===== src/rtl/exm_pkg.sv =====
// Shared types and constants for the exm_exec_mc execute stage.
// Optional iterative multiplier is enabled with the EXM_MUL_EN macro.
package exm_pkg;

    localparam int OP_W = 3;

    typedef enum logic [OP_W-1:0] {
        ALU_PASS = 3'd0,
        ALU_ADD  = 3'd1,
        ALU_SUB  = 3'd2,
        ALU_AND  = 3'd3,
        ALU_OR   = 3'd4,
        ALU_NOT  = 3'd5,
        ALU_MUL  = 3'd6,
        ALU_RSVD = 3'd7
    } alu_op_t;

    typedef enum logic [1:0] {
        IDLE     = 2'd0,
        MUL_BUSY = 2'd1,
        MUL_DONE = 2'd2
    } exm_state_t;

    // Bit positions inside the packed {Z,N,C} flag register
    localparam int FLG_Z = 2;
    localparam int FLG_N = 1;
    localparam int FLG_C = 0;

endpackage


===== src/rtl/exm_mul_seq.sv =====
// Radix-2 shift-add unsigned multiplier, one partial product per cycle, DATA_W cycles.
// Built only when EXM_MUL_EN is defined; product is final in the cycle done is high.
module exm_mul_seq #(
    parameter int DATA_W = 16
) (
    input  logic                  clk,
    input  logic                  rst_n,
    input  logic                  start,
    input  logic                  abort,
    input  logic [DATA_W-1:0]     a,
    input  logic [DATA_W-1:0]     b,
    output logic                  done,
    output logic [2*DATA_W-1:0]   product
);

    localparam int CNT_W = $clog2(DATA_W);
    localparam logic [CNT_W-1:0] CNT_LAST = CNT_W'(DATA_W - 1);

    logic                 running_p0;
    logic [CNT_W-1:0]     cnt_p0;
    logic [2*DATA_W-1:0]  acc_p0;
    logic [2*DATA_W-1:0]  mcand_p0;
    logic [DATA_W-1:0]    mplier_p0;

    // product includes the current step so the last step is visible together with done
    assign product = acc_p0 + (mplier_p0[0] ? mcand_p0 : '0);
    assign done    = running_p0 && (cnt_p0 == CNT_LAST);

    always_ff @(posedge clk or negedge rst_n) begin
        if (!rst_n) begin
            running_p0 <= 1'b0;
            cnt_p0     <= '0;
        end else if (abort) begin
            running_p0 <= 1'b0;
        end else if (start) begin
            running_p0 <= 1'b1;
            cnt_p0     <= '0;
        end else if (running_p0) begin
            cnt_p0 <= cnt_p0 + 1'b1;
            if (done) running_p0 <= 1'b0;
        end
    end

    always_ff @(posedge clk) begin
        if (start) begin
            acc_p0    <= '0;
            mcand_p0  <= {{DATA_W{1'b0}}, a};
            mplier_p0 <= b;
        end else if (running_p0) begin
            acc_p0    <= product;
            mcand_p0  <= mcand_p0 << 1;
            mplier_p0 <= mplier_p0 >> 1;
        end
    end

endmodule


===== src/rtl/exm_exec_mc.sv =====
// Execute stage: operand muxes, single-cycle ALU, registered result/flags, flush.
// EXM_MUL_EN adds the iterative multiplier and the IDLE/MUL_BUSY/MUL_DONE FSM.
module exm_exec_mc
    import exm_pkg::*;
#(
    parameter int DATA_W  = 16,
    parameter int RADDR_W = 3
) (
    input  logic               i_clk,
    input  logic               i_reset,
    input  logic               i_flush,
    input  logic               i_valid,
    output logic               o_ready,
    input  logic [OP_W-1:0]    i_alu_function,
    input  logic               i_imm,
    input  logic               i_inc_dec,
    input  logic               i_mov,
    input  logic               i_change_carry,
    input  logic               i_carry_value,
    input  logic               i_fwd1,
    input  logic               i_fwd2,
    input  logic [DATA_W-1:0]  i_data1,
    input  logic [DATA_W-1:0]  i_data2,
    input  logic [DATA_W-1:0]  i_immediate,
    input  logic [DATA_W-1:0]  i_data_wb,
    input  logic [RADDR_W-1:0] i_write_addr,
    input  logic               i_write_back,
    output logic               o_valid,
    output logic [DATA_W-1:0]  o_ex_result,
    output logic [RADDR_W-1:0] o_write_addr,
    output logic               o_write_back,
    output logic               o_zero_flag,
    output logic               o_negative_flag,
    output logic               o_carry_flag
);

    alu_op_t            op;
    logic [DATA_W-1:0]  op1, op2, alu_res;
    logic [DATA_W:0]    sum, diff;
    logic               upd_zn, upd_c, c_val, accept;
    logic [2:0]         flags_p1;

    assign op     = alu_op_t'(i_alu_function);
    assign op1    = i_fwd1 ? i_data_wb : i_data1;
    assign op2    = i_inc_dec ? DATA_W'(1) : i_imm ? i_immediate : i_fwd2 ? i_data_wb : i_data2;
    assign sum    = {1'b0, op1} + {1'b0, op2};
    // MSB of the widened difference is the unsigned borrow (op1 < op2)
    assign diff   = {1'b0, op1} - {1'b0, op2};
    assign accept = i_valid & o_ready & ~i_flush;

    assign o_zero_flag     = flags_p1[FLG_Z];
    assign o_negative_flag = flags_p1[FLG_N];
    assign o_carry_flag    = flags_p1[FLG_C];

    always_comb begin
        alu_res = op1;
        upd_zn  = 1'b0;
        upd_c   = 1'b0;
        c_val   = 1'b0;
        case (op)
            ALU_ADD: begin alu_res = sum[DATA_W-1:0];  upd_zn = 1'b1; upd_c = 1'b1; c_val = sum[DATA_W];  end
            ALU_SUB: begin alu_res = diff[DATA_W-1:0]; upd_zn = 1'b1; upd_c = 1'b1; c_val = diff[DATA_W]; end
            ALU_AND: begin alu_res = op1 & op2; upd_zn = 1'b1; end
            ALU_OR:  begin alu_res = op1 | op2; upd_zn = 1'b1; end
            ALU_NOT: begin alu_res = ~op1;      upd_zn = 1'b1; end
            default: alu_res = op1;
        endcase
        if (i_mov) begin
            alu_res = op2;
            upd_zn  = 1'b0;
            upd_c   = 1'b0;
        end
    end

`ifdef EXM_MUL_EN
    exm_state_t           state_p1;
    logic                 ready_p1, wb_p0, is_mul, mul_done;
    logic [RADDR_W-1:0]   wa_p0;
    logic [2*DATA_W-1:0]  mul_product;

    assign is_mul  = (op == ALU_MUL) & ~i_mov & ~i_change_carry;
    assign o_ready = ready_p1;

    exm_mul_seq #(.DATA_W(DATA_W)) u_mul (
        .clk     (i_clk),
        .rst_n   (i_reset),
        .start   (accept & is_mul),
        .abort   (i_flush),
        .a       (op1),
        .b       (op2),
        .done    (mul_done),
        .product (mul_product)
    );
`else
    assign o_ready = 1'b1;
`endif

    always_ff @(posedge i_clk or negedge i_reset) begin
        if (!i_reset) begin
            o_valid      <= 1'b0;
            o_ex_result  <= '0;
            o_write_addr <= '0;
            o_write_back <= 1'b0;
            flags_p1     <= '0;
`ifdef EXM_MUL_EN
            state_p1     <= IDLE;
            ready_p1     <= 1'b1;
            wa_p0        <= '0;
            wb_p0        <= 1'b0;
`endif
        end else begin
            o_valid      <= 1'b0;
            o_write_back <= 1'b0;
            if (i_flush) begin
`ifdef EXM_MUL_EN
                state_p1 <= IDLE;
                ready_p1 <= 1'b1;
`endif
            end
`ifdef EXM_MUL_EN
            else if (state_p1 == MUL_BUSY) begin
                if (mul_done) begin
                    state_p1        <= MUL_DONE;
                    o_valid         <= 1'b1;
                    o_ex_result     <= mul_product[DATA_W-1:0];
                    o_write_addr    <= wa_p0;
                    o_write_back    <= wb_p0;
                    flags_p1[FLG_Z] <= (mul_product[DATA_W-1:0] == '0);
                    flags_p1[FLG_N] <= mul_product[DATA_W-1];
                    flags_p1[FLG_C] <= |mul_product[2*DATA_W-1:DATA_W];
                end
            end else if (state_p1 == MUL_DONE) begin
                state_p1 <= IDLE;
                ready_p1 <= 1'b1;
            end else if (accept && is_mul) begin
                state_p1 <= MUL_BUSY;
                ready_p1 <= 1'b0;
                wa_p0    <= i_write_addr;
                wb_p0    <= i_write_back;
            end
`endif
            else if (accept) begin
                o_valid      <= 1'b1;
                o_write_addr <= i_write_addr;
                if (i_change_carry) begin
                    flags_p1[FLG_C] <= i_carry_value;
                end else begin
                    o_ex_result  <= alu_res;
                    o_write_back <= i_write_back;
                    if (upd_zn) begin
                        flags_p1[FLG_Z] <= (alu_res == '0);
                        flags_p1[FLG_N] <= alu_res[DATA_W-1];
                    end
                    if (upd_c) flags_p1[FLG_C] <= c_val;
                end
            end
        end
    end

endmodule

===== config.mk =====
export PLATFORM = sky130hd
export DESIGN_NAME = exm_exec_mc
export DESIGN_NICKNAME = d
export VERILOG_FILES = /design/src/rtl/exm_pkg.sv /design/src/rtl/exm_mul_seq.sv /design/src/rtl/exm_exec_mc.sv
export SDC_FILE = /design/constraint.sdc
export NUM_CORES = 1
export LEC_CHECK = 0
export CAP_MARGIN = 10
export CORE_UTILIZATION = 57
export CTS_CLUSTER_SIZE = 25
export DETAILED_ROUTE_END_ITERATION = 16
export PLACE_DENSITY = 0.89
export REMOVE_ABC_BUFFERS = 1
export SETUP_SLACK_MARGIN = 0.05
export SLEW_MARGIN = 30
export SYNTH_ARGS = -nofsm -noshare
export SYNTH_HDL_FRONTEND = slang
export SYNTH_SLANG_ARGS = --single-unit

===== constraint.sdc =====
create_clock -name i_clk -period 2.3 [get_ports i_clk]
set_clock_uncertainty 0.1 [all_clocks]
set_input_delay 0.46 -clock i_clk [delete_from_list [all_inputs] [get_ports i_clk]]
set_output_delay 0.46 -clock i_clk [all_outputs]
set_load 0.02 [all_outputs]

==> out/metrics.csv, run 1 <==
stage;metric;value;unit
floorplanning;fp.dieW;93.01;um
floorplanning;num_rows;32;
yosys;syn_inst;647;
yosys;synth_common_cells;a21oi_1 (68), nand2_1 (68), ha_1 (52), nor2_1 (49), inv_1 (47);
placed_design;io_buffers;105;
yosys;synthTopCellsByArea;ha_1 (14%), dfrtp_1 (13%), a21oi_1 (7.2%), mux2i_1 (5.9%), nand2_1 (5.4%);
clocking;numCtsBuffers;3;
yosys;syn_area_per_cell;7.296;um2
clocking;ctsHoldBuffers;0;
clocking;cts_buffer_depth;2;
yosys;synth_cell_types;76;
yosys;yosysTopAreaCell;ha_1;
clocking;cts_resized;291;
yosys;synth_area;0.004721;mm2
outcome;haltStage;clock tree synthesis (4_1_cts);
clocking;cts-htree-levels;1;
yosys;ys_seq_elements;24;
clocking;clockRootBuffer;clkbuf_8;
placed_design;gp_congestion;1.156;
clocking;cts.sinks;24;
yosys;synth_edf_count;0;
clocking;cts_setup_buffers;56;
outcome;status;stopped before the end;
yosys;synth_flop_cell;dfrtp_1;
placed_design;dp_hpwl;20.08;mm
floorplanning;die_h;93.01;um
placed_design;place_area;0.007306;mm2
floorplanning;num_io_pins;107;
yosys;async_flop_share;1.000;
yosys;seq_area_frac_synth;0.1272;
yosys;yosysTopAreaCellShare;0.1378;
outcome;error_line;[ERROR DPL-0038] Utilization greater than 100%, impossible to legalize;
yosys;yosysWarnings;0;
floorplanning;start_util;0.5985;
[stage by stage]
| step | instances | TNS, ps | setup slack (ps) |
|---|---|---|---|
| detailed placement | 1027 | -32670 | -2253 |
| floorplan | 604 | -11720 | -1326 |
| global placement | 1027 | -27950 | -1901 |
[cells by family after synthesis]
group	after synthesis	synth area share
other cells	1	0.0007944
simple gates	195	0.1969
buf+inv	93	0.08534
mux	40	0.09038
compound gates	235	0.3438
fa+ha+maj	54	0.1463
flops	24	0.1272
xor+xnor	5	0.009276
==> run 2: changes to the inputs <==
- CORE_UTILIZATION: 57 -> 40
- CTS_CLUSTER_SIZE: 25 -> default
- PLACE_DENSITY: 0.89 -> default
- PLACE_DENSITY_LB_ADDON: default -> 0.15
- SETUP_SLACK_MARGIN: 0.05 -> default
==> run 2 against run 1 <==
  * The flow now finishes, with violations (setup timing)
  * Synthesized area stayed put
  * Synthesized cell count unchanged
==> out/metrics.csv, run 2 <==
stage;metric;value;unit;change
outcome;status;complete, but fails checks;;
outcome;violations;setup timing;;
yosys;ys_seq_elements;24;;unchanged
final_layout;mostFrequentLayoutCells;buf_4 (242), clkdlybuf4s50_1 (79), nand2_1 (63);;
yosys;synth_area;0.004721;mm2;unchanged
floorplanning;num_rows;39;;+22%
timing;slew_viol_final;0;;
power;power.density;418.1;mW/mm2;
route;post-route-drc-count;0;;
final_layout;regMostFlops;o_ex_result;;
timing;maxSlewHeadroom;0.5912;;
route;viasPerCell;6.198;;
timing;finalSetupViolations;19;;
route;firstDrtPassIters;6;;
placed_design;io_buffers;105;;unchanged
route;dr.max_layer_used;met4;;
yosys;async_flop_share;1.000;;unchanged
clocking;clockRootBuffer;clkbuf_16;;
route;wl_met2;12.57;mm;
critical_path;cp-end-kind;flop;;
final_layout;insertedDiodeCount;0;;
job;cap_violations;0;;
clocking;cts_tree;built;;
route;routed_wl;27.01;mm;
route;ant_nets;0;;
global_routing;grt_pass1_wl;36.78;mm;
final_layout;largest_reg_flops;16;;
timing;fin_ws;-1385;ps;
placed_design;gp_congestion;0.9729;;-16%
route;wl_met3;2.570;mm;
final_layout;area_delta_synth_final;95.55;%;
yosys;yosysTopAreaCellShare;0.1378;;unchanged
final_layout;drive_gt1_frac;0.4691;;
clocking;cts_buffer_depth;2;;unchanged
clocking;cts-htree-levels;1;;unchanged
power;irDropWorstVdd;0.5096;mV;
yosys;synth_flop_cell;dfrtp_1;;
worst_hold_path;hold_path.class;flop to flop;;
timing;tightestPinTransition;609.6;ps;
placed_design;dp.cells;1089;;+6.0%
power;finalPower;3.859;mW;
final_layout;layout.nets;1141;;
yosys;synth_common_cells;a21oi_1 (68), nand2_1 (68), ha_1 (52), nor2_1 (49), inv_1 (47);;
final_layout;final_common_cell;buf_4;;
timing;period_share;1.602;;
yosys;syn_area_per_cell;7.296;um2;unchanged
global_routing;first_global_vias;6968;;
timing;hold_slack;381.3;ps;
critical_path;critPathArrivalTime;3770;ps;
global_routing;grt.total_usage;0.3748;;
global_routing;antenna_found_initial;0;;
route;wl_met1;9.555;mm;
route;drt_iter0_drc;639;;
power;p_leak;4.249;nW;
critical_path;crit_path_start_kind;primary input;;
global_routing;grt_overflow;0;;
clocking;ctsHoldBuffers;0;;unchanged
route;vias;7109;;
clocking;cts.sinks;24;;unchanged
timing;setup_tns;-19090;ps;
floorplanning;dieArea;0.01224;mm2;
floorplanning;num_io_pins;107;;unchanged
final_layout;final_util;0.8050;;
global_routing;grt_max_degree;30;;
critical_path;cp.required;2390;ps;
route;wl_per_cell;23.55;um;
clocking;numCtsBuffers;3;;unchanged
timing;fmax;271.4;MHz;
timing;rsz0062_at_grt;yes;;
final_layout;top_regs;o_ex_result (16), flags_p1 (3), o_write_addr (3);;
timing;hold_violations;0;;
yosys;synth_edf_count;0;;unchanged
yosys;seq_area_frac_synth;0.1272;;unchanged
floorplanning;fp.dieW;110.6;um;+19%
floorplanning;die_h;110.6;um;+19%
timing;layout_min_cycle_time;3685;ps;
yosys;synth_cell_types;76;;unchanged
clocking;insertion_delay;260;ps;
placed_design;dp_hpwl;17.06;mm;-15%
yosys;synthTopCellsByArea;ha_1 (14%), dfrtp_1 (13%), a21oi_1 (7.2%), mux2i_1 (5.9%), nand2_1 (5.4%);;
final_layout;finalNonFillerCells;1147;;
critical_path;worstPathMaxFanout;3;;
yosys;yosysTopAreaCell;ha_1;;
clocking;clk_pin_slew_worst_paths;60;ps;
floorplanning;core_area;0.01147;mm2;
floorplanning;start_util;0.4117;;-0.1868
yosys;yosysWarnings;0;;unchanged
critical_path;worstSetupPathType;primary input to flop;;
yosys;syn_inst;647;;unchanged
==> run 2: cell counts after synthesis <==
No cell type changed its count.
==> run 2: cell families (layout without fill, tap and decap cells) <==
| logic type | after synthesis | count (layout) | synth area share |
|---|---|---|---|
| buffers and inverters | 93 | 450 | 0.08534 |
| AOI/OAI and AO/OA | 235 | 235 | 0.3438 |
| adders and majority gates | 54 | 54 | 0.1463 |
| muxes | 40 | 40 | 0.09038 |
| xor gates and xnor gates | 5 | 5 | 0.009276 |
| and+or+nand+nor | 195 | 195 | 0.1969 |
| other | 1 | 1 | 0.0007944 |
| DFF | 24 | 24 | 0.1272 |
==> run 2: final timing paths <==
kind	start	to	slack, ps	depth (start not counted)
setup / recovery	i_immediate[0]	flags_p1[2]$_DFFE_PN0P_	-1380	18
hold / removal	o_ex_result[13]$_DFFE_PN0P_	o_ex_result[13]$_DFFE_PN0P_	380	2
setup reg to reg	o_ex_result[3]$_DFFE_PN0P_	o_ex_result[3]$_DFFE_PN0P_	1300	2
hold reg to reg	o_ex_result[13]$_DFFE_PN0P_	o_ex_result[13]$_DFFE_PN0P_	380	2
max in group asynchronous	i_reset	o_write_addr[2]$_DFFE_PN0P_	1380	2
min in group asynchronous	i_reset	o_ex_result[13]$_DFFE_PN0P_	460	2
==> run 2: critical path: stages <==
cell and delay (ps):
dlygate4sd2_1 250, nor2_1 170, a21oi_2 50, nor2_2 150
inv_2 120, ha_4 220, fa_2 430, a211oi_4 320
o21ai_4 140, buf_6 130, o21a_1 100, a21o_1 190
o211ai_1 180, buf_4 200, nand3_4 90, a311oi_2 270
o2111ai_2 150, o22ai_2 130
==> run 2: power by group <==
part / internal [mW] / switching (mW)
logic: 1.44 / 1.43
registers: 0.501 / 0.0545
clock network: 0.266 / 0.162
total: 2.21 / 1.65
==> run 2: what timing repair did <==
action,CTS,global route
endpoints found under the setup margin,19,19
pin swaps,84,98
setup buffers,37,37
gates resized for setup,195,115
==> run 2: stage by stage <==
stage	setup slack [ps]	area, um2
after floorplan	-1326	4506
after global placement	-2143	7565
after detailed placement	-2127	7565
after CTS	-1201	8577
after global routing	-1474	9231
final	-1385	9231
==> run 2: per-layer routing <==
| layer | GRT usage | vias up |
|---|---|---|
| met1 | 0.4420 | 3351 |
| li1 | - | 3087 |
| met5 | 0 | - |
| met4 | 0.1849 | 0 |
| met3 | 0.05982 | 174 |
| met2 | 0.6563 | 497 |
==> run 2: layout make-up <==
class	instances	area, um2
clock buffers	4	88.84
fillers	731	2236
inverters	50	191.4
multi-input cells	530	4687
flip-flops and latches	24	600.6
well taps	143	178.9
repair buffers	396	3485
(Power assumes the default switching activity.)
==> run 3: changes to the inputs <==
- CORE_UTILIZATION: 40 -> 55
- CTS_CLUSTER_DIAMETER: default -> 120
==> run 3 against run 2 <==
  * Synthesized area did not move
  * The flow now stops in clock tree synthesis (4_1_cts)
  * Synthesized cell count did not move
==> out/metrics.csv, run 3 <==
stage;metric;value;unit;change
outcome;status;stopped before the end;;
outcome;haltStage;clock tree synthesis (4_1_cts);;
outcome;error_line;[ERROR DPL-0033] detailed placement checks failed during check placement.;;
floorplanning;num_io_pins;107;;unchanged
placed_design;gp_congestion;1.185;;+22%
placed_design;post-place-ws;-2215;ps;-88.00 ps
floorplanning;start_util;0.5717;;+0.1600
yosys;synthTopCellsByArea;ha_1 (14%), dfrtp_1 (13%), a21oi_1 (7.2%), mux2i_1 (5.9%), nand2_1 (5.4%);;
yosys;ys_seq_elements;24;;unchanged
yosys;synth_area;0.004721;mm2;unchanged
clocking;cts_resized;159;;-18%
floorplanning;num_rows;33;;-15%
yosys;async_flop_share;1.000;;unchanged
yosys;seq_area_frac_synth;0.1272;;unchanged
floorplanning;die_h;94.65;um;-14%
yosys;yosysTopAreaCellShare;0.1378;;unchanged
yosys;synth_cell_types;76;;unchanged
placed_design;dp_hpwl;16.79;mm;-1.6%
yosys;synth_edf_count;0;;unchanged
yosys;synth_common_cells;a21oi_1 (68), nand2_1 (68), ha_1 (52), nor2_1 (49), inv_1 (47);;
clocking;cts_buffer_depth;2;;unchanged
yosys;yosysWarnings;0;;unchanged
yosys;synth_flop_cell;dfrtp_1;;
yosys;syn_area_per_cell;7.296;um2;unchanged
placed_design;io_buffers;105;;unchanged
clocking;numCtsBuffers;3;;unchanged
clocking;clockRootBuffer;clkbuf_8;;
clocking;cts-htree-levels;1;;unchanged
clocking;ctsHoldBuffers;0;;unchanged
clocking;cts_setup_buffers;27;;-27%
yosys;syn_inst;647;;unchanged
yosys;yosysTopAreaCell;ha_1;;
floorplanning;fp.dieW;94.65;um;-14%
clocking;cts.sinks;24;;unchanged
## run 3: cell counts after synthesis
Identical to the previous run, type by type.
## run 3: cells by family after synthesis
kind of cell,synth area share
buf+inv,0.08534
compound gates,0.3438
fa+ha+maj,0.1463
mux,0.09038
simple gates,0.1969
flops,0.1272
other cells,0.0007944
xor+xnor,0.009276
## run 3: stage by stage
| stage | std cells | cell area [um2] | setup TNS (ps) | hold slack [ps] |
|---|---|---|---|---|
| 3_5_place_dp | 1025 | 7335 | -32950 | 377.6 |
| 3_3_place_gp | 1025 | 7335 | -30140 | 361.4 |
| 2_1_floorplan | 604 | 4506 | -11720 | 64.41 |
